`config.mk`:
```
export PLATFORM = sky130hd
export DESIGN_NAME = xm_skid_stage
export DESIGN_NICKNAME = d
export VERILOG_FILES = /design/src/rtl/xm_skid_stage.sv
export SDC_FILE = /design/constraint.sdc
export NUM_CORES = 1
export LEC_CHECK = 0
export CAP_MARGIN = 20
export CORE_ASPECT_RATIO = 0.75
export CORE_MARGIN = 3
export CORE_UTILIZATION = 63
export DETAILED_ROUTE_END_ITERATION = 10
export DONT_BUFFER_PORTS = 1
export GPL_TIMING_DRIVEN = 0
export PLACE_DENSITY = 0.79
export SKIP_LAST_GASP = 1
export SLEW_MARGIN = 20
export SYNTH_ARGS = -nofsm -noshare
export SYNTH_HDL_FRONTEND = slang
export SYNTH_SLANG_ARGS = --single-unit
```
`constraint.sdc`:
```
create_clock -name clock -period 1.9 [get_ports clock]
set_input_delay 0.38 -clock clock [delete_from_list [all_inputs] [get_ports clock]]
set_output_delay 0.38 -clock clock [all_outputs]
set_load 0.01 [all_outputs]
```
`src/rtl/xm_skid_stage.sv`:
```
// xm_skid_stage: execute-to-memory pipeline register built as a 2-entry skid
// buffer. The head (main) entry drives out_*, and a skid entry absorbs one
// word while the memory stage stalls. in_ready is a flop, so there is no
// combinational path from out_ready back into the ALU.
//
// At capture, an overflowed result is rewritten to the rstatus form. The
// result becomes the exception code, rd becomes RSTATUS_REG and we is forced
// to 1. Any write to r0 has its write enable dropped.
//
// Optional feature: define XM_BYPASS_EN to add the byp_valid, byp_rd and
// byp_result forwarding outputs, which are taken from the main entry.
module xm_skid_stage #(
  parameter int DATA_W      = 32,
  parameter int REG_W       = 5,
  parameter int RSTATUS_REG = 30
) (
  input  logic              clock,
  input  logic              reset,
  input  logic              flush,
  input  logic              in_valid,
  output logic              in_ready,
  input  logic [DATA_W-1:0] in_result,
  input  logic [REG_W-1:0]  in_rd,
  input  logic              in_we,
  input  logic              in_ovf,
  input  logic [1:0]        in_exc_code,
  output logic              out_valid,
  input  logic              out_ready,
  output logic [DATA_W-1:0] out_result,
  output logic [REG_W-1:0]  out_rd,
  output logic              out_we,
  output logic [1:0]        occupancy
`ifdef XM_BYPASS_EN
  ,
  output logic              byp_valid,
  output logic [REG_W-1:0]  byp_rd,
  output logic [DATA_W-1:0] byp_result
`endif
);

  // Entry state
  logic              main_valid_reg, main_valid_next;
  logic [DATA_W-1:0] main_result_reg, main_result_next;
  logic [REG_W-1:0]  main_rd_reg, main_rd_next;
  logic              main_we_reg, main_we_next;

  logic              skid_valid_reg, skid_valid_next;
  logic [DATA_W-1:0] skid_result_reg, skid_result_next;
  logic [REG_W-1:0]  skid_rd_reg, skid_rd_next;
  logic              skid_we_reg, skid_we_next;

  logic              in_ready_reg, in_ready_next;
  logic [1:0]        occupancy_reg, occupancy_next;

  // Captured (rewritten) form of the incoming word
  logic [DATA_W-1:0] cap_result;
  logic [REG_W-1:0]  cap_rd;
  logic              cap_we;

  logic accept;
  logic pop;

  assign accept = in_valid & in_ready_reg;
  assign pop    = main_valid_reg & out_ready;

  // Apply the overflow rewrite first, then drop the write enable for r0
  always_comb begin
    cap_result = in_result;
    cap_rd     = in_rd;
    cap_we     = in_we;
    if (in_ovf) begin
      cap_result = DATA_W'(in_exc_code);
      cap_rd     = REG_W'(RSTATUS_REG);
      cap_we     = 1'b1;
    end
    if (cap_rd == '0) begin
      cap_we = 1'b0;
    end
  end

  // Next-state for both entries. A flush overrides everything, including a
  // same-edge accept.
  always_comb begin
    main_valid_next  = main_valid_reg;
    main_result_next = main_result_reg;
    main_rd_next     = main_rd_reg;
    main_we_next     = main_we_reg;
    skid_valid_next  = skid_valid_reg;
    skid_result_next = skid_result_reg;
    skid_rd_next     = skid_rd_reg;
    skid_we_next     = skid_we_reg;

    if (flush) begin
      // Data fields are cleared too, so the forwarding outputs read zero
      main_valid_next  = 1'b0;
      main_result_next = '0;
      main_rd_next     = '0;
      main_we_next     = 1'b0;
      skid_valid_next  = 1'b0;
      skid_result_next = '0;
      skid_rd_next     = '0;
      skid_we_next     = 1'b0;
    end else if (!main_valid_reg) begin
      // Empty: the skid entry is never valid without a valid main entry
      if (accept) begin
        main_valid_next  = 1'b1;
        main_result_next = cap_result;
        main_rd_next     = cap_rd;
        main_we_next     = cap_we;
      end
    end else if (!skid_valid_reg) begin
      // Main only
      if (accept && pop) begin
        main_result_next = cap_result;
        main_rd_next     = cap_rd;
        main_we_next     = cap_we;
      end else if (accept) begin
        skid_valid_next  = 1'b1;
        skid_result_next = cap_result;
        skid_rd_next     = cap_rd;
        skid_we_next     = cap_we;
      end else if (pop) begin
        main_valid_next  = 1'b0;
      end
    end else begin
      // Full: in_ready is low, so only a pop can change anything
      if (pop) begin
        main_result_next = skid_result_reg;
        main_rd_next     = skid_rd_reg;
        main_we_next     = skid_we_reg;
        skid_valid_next  = 1'b0;
      end
    end

    in_ready_next  = ~skid_valid_next;
    occupancy_next = {1'b0, main_valid_next} + {1'b0, skid_valid_next};
  end

  // State registers, cleared asynchronously while reset is low
  always_ff @(posedge clock or negedge reset) begin
    if (!reset) begin
      main_valid_reg  <= 1'b0;
      main_result_reg <= '0;
      main_rd_reg     <= '0;
      main_we_reg     <= 1'b0;
      skid_valid_reg  <= 1'b0;
      skid_result_reg <= '0;
      skid_rd_reg     <= '0;
      skid_we_reg     <= 1'b0;
      in_ready_reg    <= 1'b0;
      occupancy_reg   <= 2'd0;
    end else begin
      main_valid_reg  <= main_valid_next;
      main_result_reg <= main_result_next;
      main_rd_reg     <= main_rd_next;
      main_we_reg     <= main_we_next;
      skid_valid_reg  <= skid_valid_next;
      skid_result_reg <= skid_result_next;
      skid_rd_reg     <= skid_rd_next;
      skid_we_reg     <= skid_we_next;
      in_ready_reg    <= in_ready_next;
      occupancy_reg   <= occupancy_next;
    end
  end

  assign in_ready   = in_ready_reg;
  assign out_valid  = main_valid_reg;
  assign out_result = main_result_reg;
  assign out_rd     = main_rd_reg;
  assign out_we     = main_we_reg;
  assign occupancy  = occupancy_reg;

`ifdef XM_BYPASS_EN
  assign byp_valid  = main_valid_reg & main_we_reg;
  assign byp_rd     = main_rd_reg;
  assign byp_result = main_result_reg;
`endif

endmodule

```
==> metrics.txt <==
# TYPE chip_impl_metric gauge
chip_impl_metric{name="routed-via-count",unit=""} 3116
chip_impl_metric{name="area.growth.synth_to_final",unit="%"} 7.63
chip_impl_metric{name="timing.fmax",unit="GHz"} 0.586
chip_impl_metric{name="clock_tree.buffer_depth",unit=""} 2
chip_impl_metric{name="cts-htree-levels",unit=""} 3
chip_impl_metric{name="syn_area",unit="um^2"} 4040
chip_impl_metric{name="crit_path_max_incr_delay",unit="ns"} 0.47
chip_impl_metric{name="antenna_cells_inserted",unit=""} 0
chip_impl_metric{name="worst_ep_required_time",unit="ns"} 2.17
chip_impl_info{name="worst_setup_sp_type",value="flip-flop"} 1
chip_impl_metric{name="post_cts_setup_driven_buffer_insertion_count",unit=""} 0
chip_impl_metric{name="clkTransAtPathRegs",unit="ns"} 0.08
chip_impl_metric{name="syn-instance-count",unit=""} 407
chip_impl_metric{name="synth_top_area_frac",unit=""} 0.502
chip_impl_metric{name="post_synth_and_or_nand_nor_area_fraction",unit=""} 0.217
chip_impl_info{name="endpoint_kind",value="flip-flop"} 1
chip_impl_metric{name="number_of_distinct_library_cell_variants_in_the_gate_level_netlist_after_synthesis",unit=""} 26
chip_impl_metric{name="core.rowCount",unit=""} 24
chip_impl_metric{name="overflow",unit=""} 0
chip_impl_metric{name="core_area",unit="um^2"} 6010
chip_impl_metric{name="totalNegativeSetupSlack",unit="ns"} 0
chip_impl_metric{name="multi_input_gate_area_in_the_final_layout",unit="um^2"} 1790
chip_impl_metric{name="sequential_cell_area",unit="um^2"} 2030
chip_impl_metric{name="synth.yosys.seq_area_share",unit=""} 0.502
chip_impl_metric{name="antenna_violating_nets_post_route",unit=""} 0
chip_impl_info{name="rr_endpoint",value="out_result[10]"} 1
chip_impl_metric{name="resized_gates_after_cts",unit=""} 0
chip_impl_metric{name="grt_start_max_net_pins",unit=""} 82
chip_impl_metric{name="total_of_max_cap_violations",unit=""} 0
chip_impl_info{name="timing.critical_path.cells",value="and2_1, buf_2, clkbuf_1, a21oi_1, a211oi_2"} 1
chip_impl_metric{name="p_per_area",unit="nW/um^2"} 858
chip_impl_metric{name="async_reset_ff_frac",unit=""} 1.00
chip_impl_metric{name="power.ir.vdd_worst",unit="mV"} 0.395
chip_impl_info{name="cpLargestDelayFamily",value="buffers and inverters"} 1
chip_impl_metric{name="maxSlewViolCount",unit=""} 0
chip_impl_metric{name="die_area",unit="um^2"} 7410
chip_impl_metric{name="insertion_delay",unit="ns"} 0.35
chip_impl_metric{name="yosysWarnings",unit=""} 0
chip_impl_metric{name="die_width",unit="um"} 98.4
chip_impl_info{name="post_synth_main_area_contributors",value="sky130_fd_sc_hd__dfrtp_1 50%, sky130_fd_sc_hd__a211oi_2 9.0%, sky130_fd_sc_hd__a21oi_1 7.9%"} 1
chip_impl_metric{name="drt-total-wl",unit="um"} 9920
chip_impl_info{name="unrepaired_setup_endpoints_after_global_routing",value="no"} 1
chip_impl_metric{name="globalplace.congestion",unit=""} 0.803
chip_impl_info{name="largest_family_of_logic_cells_by_synthesized_area",value="simple AND/OR/NAND/NOR gates"} 1
chip_impl_metric{name="post_synth_mux_area_share",unit=""} 0.0198
chip_impl_metric{name="timing.critical_path.buf_inv",unit=""} 2
chip_impl_info{name="global_route.peak_usage_layer",value="met2"} 1
chip_impl_metric{name="die-height",unit="um"} 75.3
chip_impl_metric{name="drt-wirelength-per-cell",unit="um"} 19.8
chip_impl_info{name="netlist_top_cells_count",value="81 x sky130_fd_sc_hd__dfrtp_1, 64 x sky130_fd_sc_hd__a21oi_1, 49 x sky130_fd_sc_hd__nor2_1"} 1
chip_impl_metric{name="p_leak",unit="nW"} 1.75
chip_impl_metric{name="timing.final.setup_violations",unit=""} 0
chip_impl_metric{name="grt_antenna_before_repair",unit=""} 0
chip_impl_metric{name="grt.met1_usage",unit=""} 0.386
chip_impl_metric{name="first_global_vias",unit=""} 3024
chip_impl_metric{name="crit_fanout",unit=""} 10
chip_impl_metric{name="layout.filler_cells",unit=""} 449
chip_impl_metric{name="r2r_cells",unit=""} 5
chip_impl_info{name="most_instantiated_flip_flop_cell_in_the_synthesis_netlist",value="sky130_fd_sc_hd__dfrtp_1"} 1
chip_impl_metric{name="layout_cells_excl_fill",unit=""} 500
chip_impl_metric{name="drc_errors",unit=""} 0
chip_impl_metric{name="globalRouteTotalUtil",unit=""} 0.274
chip_impl_metric{name="parity_gate_share_of_the_synthesized_area_counting_xor_and_xnor_cells",unit=""} 0
chip_impl_metric{name="standard_cell_area_after_detailed_placement",unit="um^2"} 4130
chip_impl_info{name="post-synth-top-count-cell",value="sky130_fd_sc_hd__dfrtp_1"} 1
chip_impl_metric{name="place.detailed.hpwl",unit="um"} 6960
chip_impl_metric{name="drt_iter0_drc",unit=""} 231
chip_impl_info{name="critPathSlowestCell",value="sky130_fd_sc_hd__dfrtp_1"} 1
chip_impl_metric{name="final_critical_path_time_including_i_o_delays_and_setup",unit="ns"} 1.71
chip_impl_info{name="yosys.area.top_type",value="sky130_fd_sc_hd__dfrtp_1"} 1
chip_impl_metric{name="met3_usage",unit=""} 0.117
chip_impl_metric{name="hold_violations",unit=""} 81
chip_impl_metric{name="power_after_layout",unit="mW"} 3.73
chip_impl_metric{name="finish.instance_area",unit="um^2"} 4340
chip_impl_metric{name="placed_cells",unit=""} 485
chip_impl_metric{name="timing.critical_path.arrival",unit="ns"} 1.97
chip_impl_info{name="outcome",value="finished, violations left"} 1
chip_impl_metric{name="cts.sinks",unit=""} 81
chip_impl_metric{name="synth_nets",unit=""} 454
chip_impl_metric{name="avgViaCountPerCell",unit=""} 6.23
chip_impl_info{name="clock_tree_from_tritoncts",value="yes"} 1
chip_impl_metric{name="placement.io_buffers",unit=""} 0
chip_impl_metric{name="hold_slack",unit="ns"} -0.286
chip_impl_metric{name="grt_first_pass_wirelength",unit="um"} 15700
chip_impl_metric{name="yosys_register_bits",unit=""} 81
chip_impl_metric{name="design.final.nets",unit=""} 465
chip_impl_metric{name="fin_skew",unit="ns"} 0.00511
chip_impl_metric{name="timing.slew.headroom",unit=""} 0.473
chip_impl_info{name="violations",value="hold timing"} 1
chip_impl_info{name="timing.rr.start",value="out_valid"} 1
chip_impl_metric{name="post_synth_fa_ha_maj_area_fraction",unit=""} 0.00310
chip_impl_metric{name="globalRouteMet2Util",unit=""} 0.407
chip_impl_metric{name="detail_route.first_pass.iterations",unit=""} 7
chip_impl_metric{name="initial_utilization",unit=""} 0.672
chip_impl_metric{name="reg2reg_setup_slack",unit="ns"} 0.19
chip_impl_metric{name="syn_area_per_cell",unit="um^2"} 9.91
chip_impl_info{name="clk_root_buffer_cell",value="sky130_fd_sc_hd__clkbuf_8"} 1
chip_impl_metric{name="synth_compound_area_frac",unit=""} 0.203
chip_impl_metric{name="synth_edf_count",unit=""} 0
chip_impl_metric{name="top_level_ports",unit=""} 88
chip_impl_metric{name="post-route-period-util",unit=""} 0.899
chip_impl_metric{name="worst-slew-pin-transition",unit="ns"} 0.790
chip_impl_info{name="setup.worst_path.class",value="flip-flop to flip-flop"} 1
chip_impl_info{name="worstHoldPathType",value="input pin to asynchronous set/reset pin"} 1
chip_impl_metric{name="final_layout_size_suffix_gt1_frac",unit=""} 0.166
chip_impl_metric{name="cts-buffers-inserted",unit=""} 9
[routing by layer]
metal / vias up / wire length (um) / share of wire
li1: 1450 / - / -
met1: 1508 / 4240 / 0.43
met2: 144 / 4510 / 0.45
met3: 14 / 1060 / 0.11
met4: 0 / 108 / 0.011
met5: - / 0 / 0
[power by group]
part	leakage [nW]	total (mW)	internal (mW)	switching, mW
combinational	0.556	0.455	0.176	0.279
sequential	1.09	1.92	1.82	0.100
clock	0.106	1.36	0.768	0.589
[worst reg2reg max path, cell delays in order, from the launching register on]
cell	delay [ns]
sky130_fd_sc_hd__dfrtp_1	0.47
sky130_fd_sc_hd__and2_1	0.15
sky130_fd_sc_hd__buf_2	0.16
sky130_fd_sc_hd__clkbuf_1	0.41
sky130_fd_sc_hd__a21oi_1	0.19
sky130_fd_sc_hd__a211oi_2	0.24
[worst max-delay path by stage]
stage          slack (ns)        endpoint  cells past startpoint      start
2_1_floorplan        0.34    occupancy[0]                      5      flush
5_1_grt              0.08  out_result[31]                      5  out_valid
3_5_place_dp        -0.06    occupancy[0]                      5      flush
4_1_cts              0.19  out_result[31]                      5  out_valid
3_3_place_gp        -0.03    occupancy[0]                      5      flush
6_report             0.19  out_result[10]                      5  out_valid
[metrics by stage]
| stage | worst slack [ns] | util |
|---|---|---|
| floorplan | 0.341 | - |
| global placement | -0.0336 | 0.688 |
| detailed placement | -0.0617 | 0.688 |
| CTS | 0.186 | 0.723 |
| global route | 0.0784 | 0.723 |
| finish | 0.192 | 0.723 |
[final cells by class]
type,count,share of cell area
Multi-Input combinational cell,282,0.412
Tap cell,78,0.0225
Clock inverter,3,0.0150
Inverter,2,0.00173
Clock buffer,12,0.0334
Buffer,42,0.0490
Sequential cell,81,0.467
[logic make-up after synthesis]
kind of cell / Yosys count
compound gates: 112
fa+ha+maj: 1
buf+inv: 44
flops: 81
mux: 8
simple gates: 161
[cells in the final DEF, fill, tap and decap left out]
master and count:
sky130_fd_sc_hd__nor3_4 1, sky130_fd_sc_hd__nor4_1 1, sky130_fd_sc_hd__bufinv_16 2, sky130_fd_sc_hd__nand3_1 9
sky130_fd_sc_hd__nand3b_1 32, sky130_fd_sc_hd__a22oi_4 1, sky130_fd_sc_hd__nand2b_1 1, sky130_fd_sc_hd__buf_2 17
sky130_fd_sc_hd__and2_1 1, sky130_fd_sc_hd__ha_1 1, sky130_fd_sc_hd__a31oi_1 2, sky130_fd_sc_hd__clkbuf_8 10
sky130_fd_sc_hd__dfrtp_1 81, sky130_fd_sc_hd__o21ai_0 7, sky130_fd_sc_hd__nor3b_1 31, sky130_fd_sc_hd__a211oi_1 8
sky130_fd_sc_hd__buf_6 1, sky130_fd_sc_hd__mux2i_1 8, sky130_fd_sc_hd__inv_1 1, sky130_fd_sc_hd__nor2_1 49
sky130_fd_sc_hd__a211o_1 1, sky130_fd_sc_hd__buf_4 7, sky130_fd_sc_hd__a21oi_1 64, sky130_fd_sc_hd__a211oi_2 29
sky130_fd_sc_hd__clkinv_2 1, sky130_fd_sc_hd__nand2_1 35, sky130_fd_sc_hd__clkbuf_1 19, sky130_fd_sc_hd__or3_1 1
sky130_fd_sc_hd__inv_2 1
Note: power is estimated with default switching activity, not from simulation.
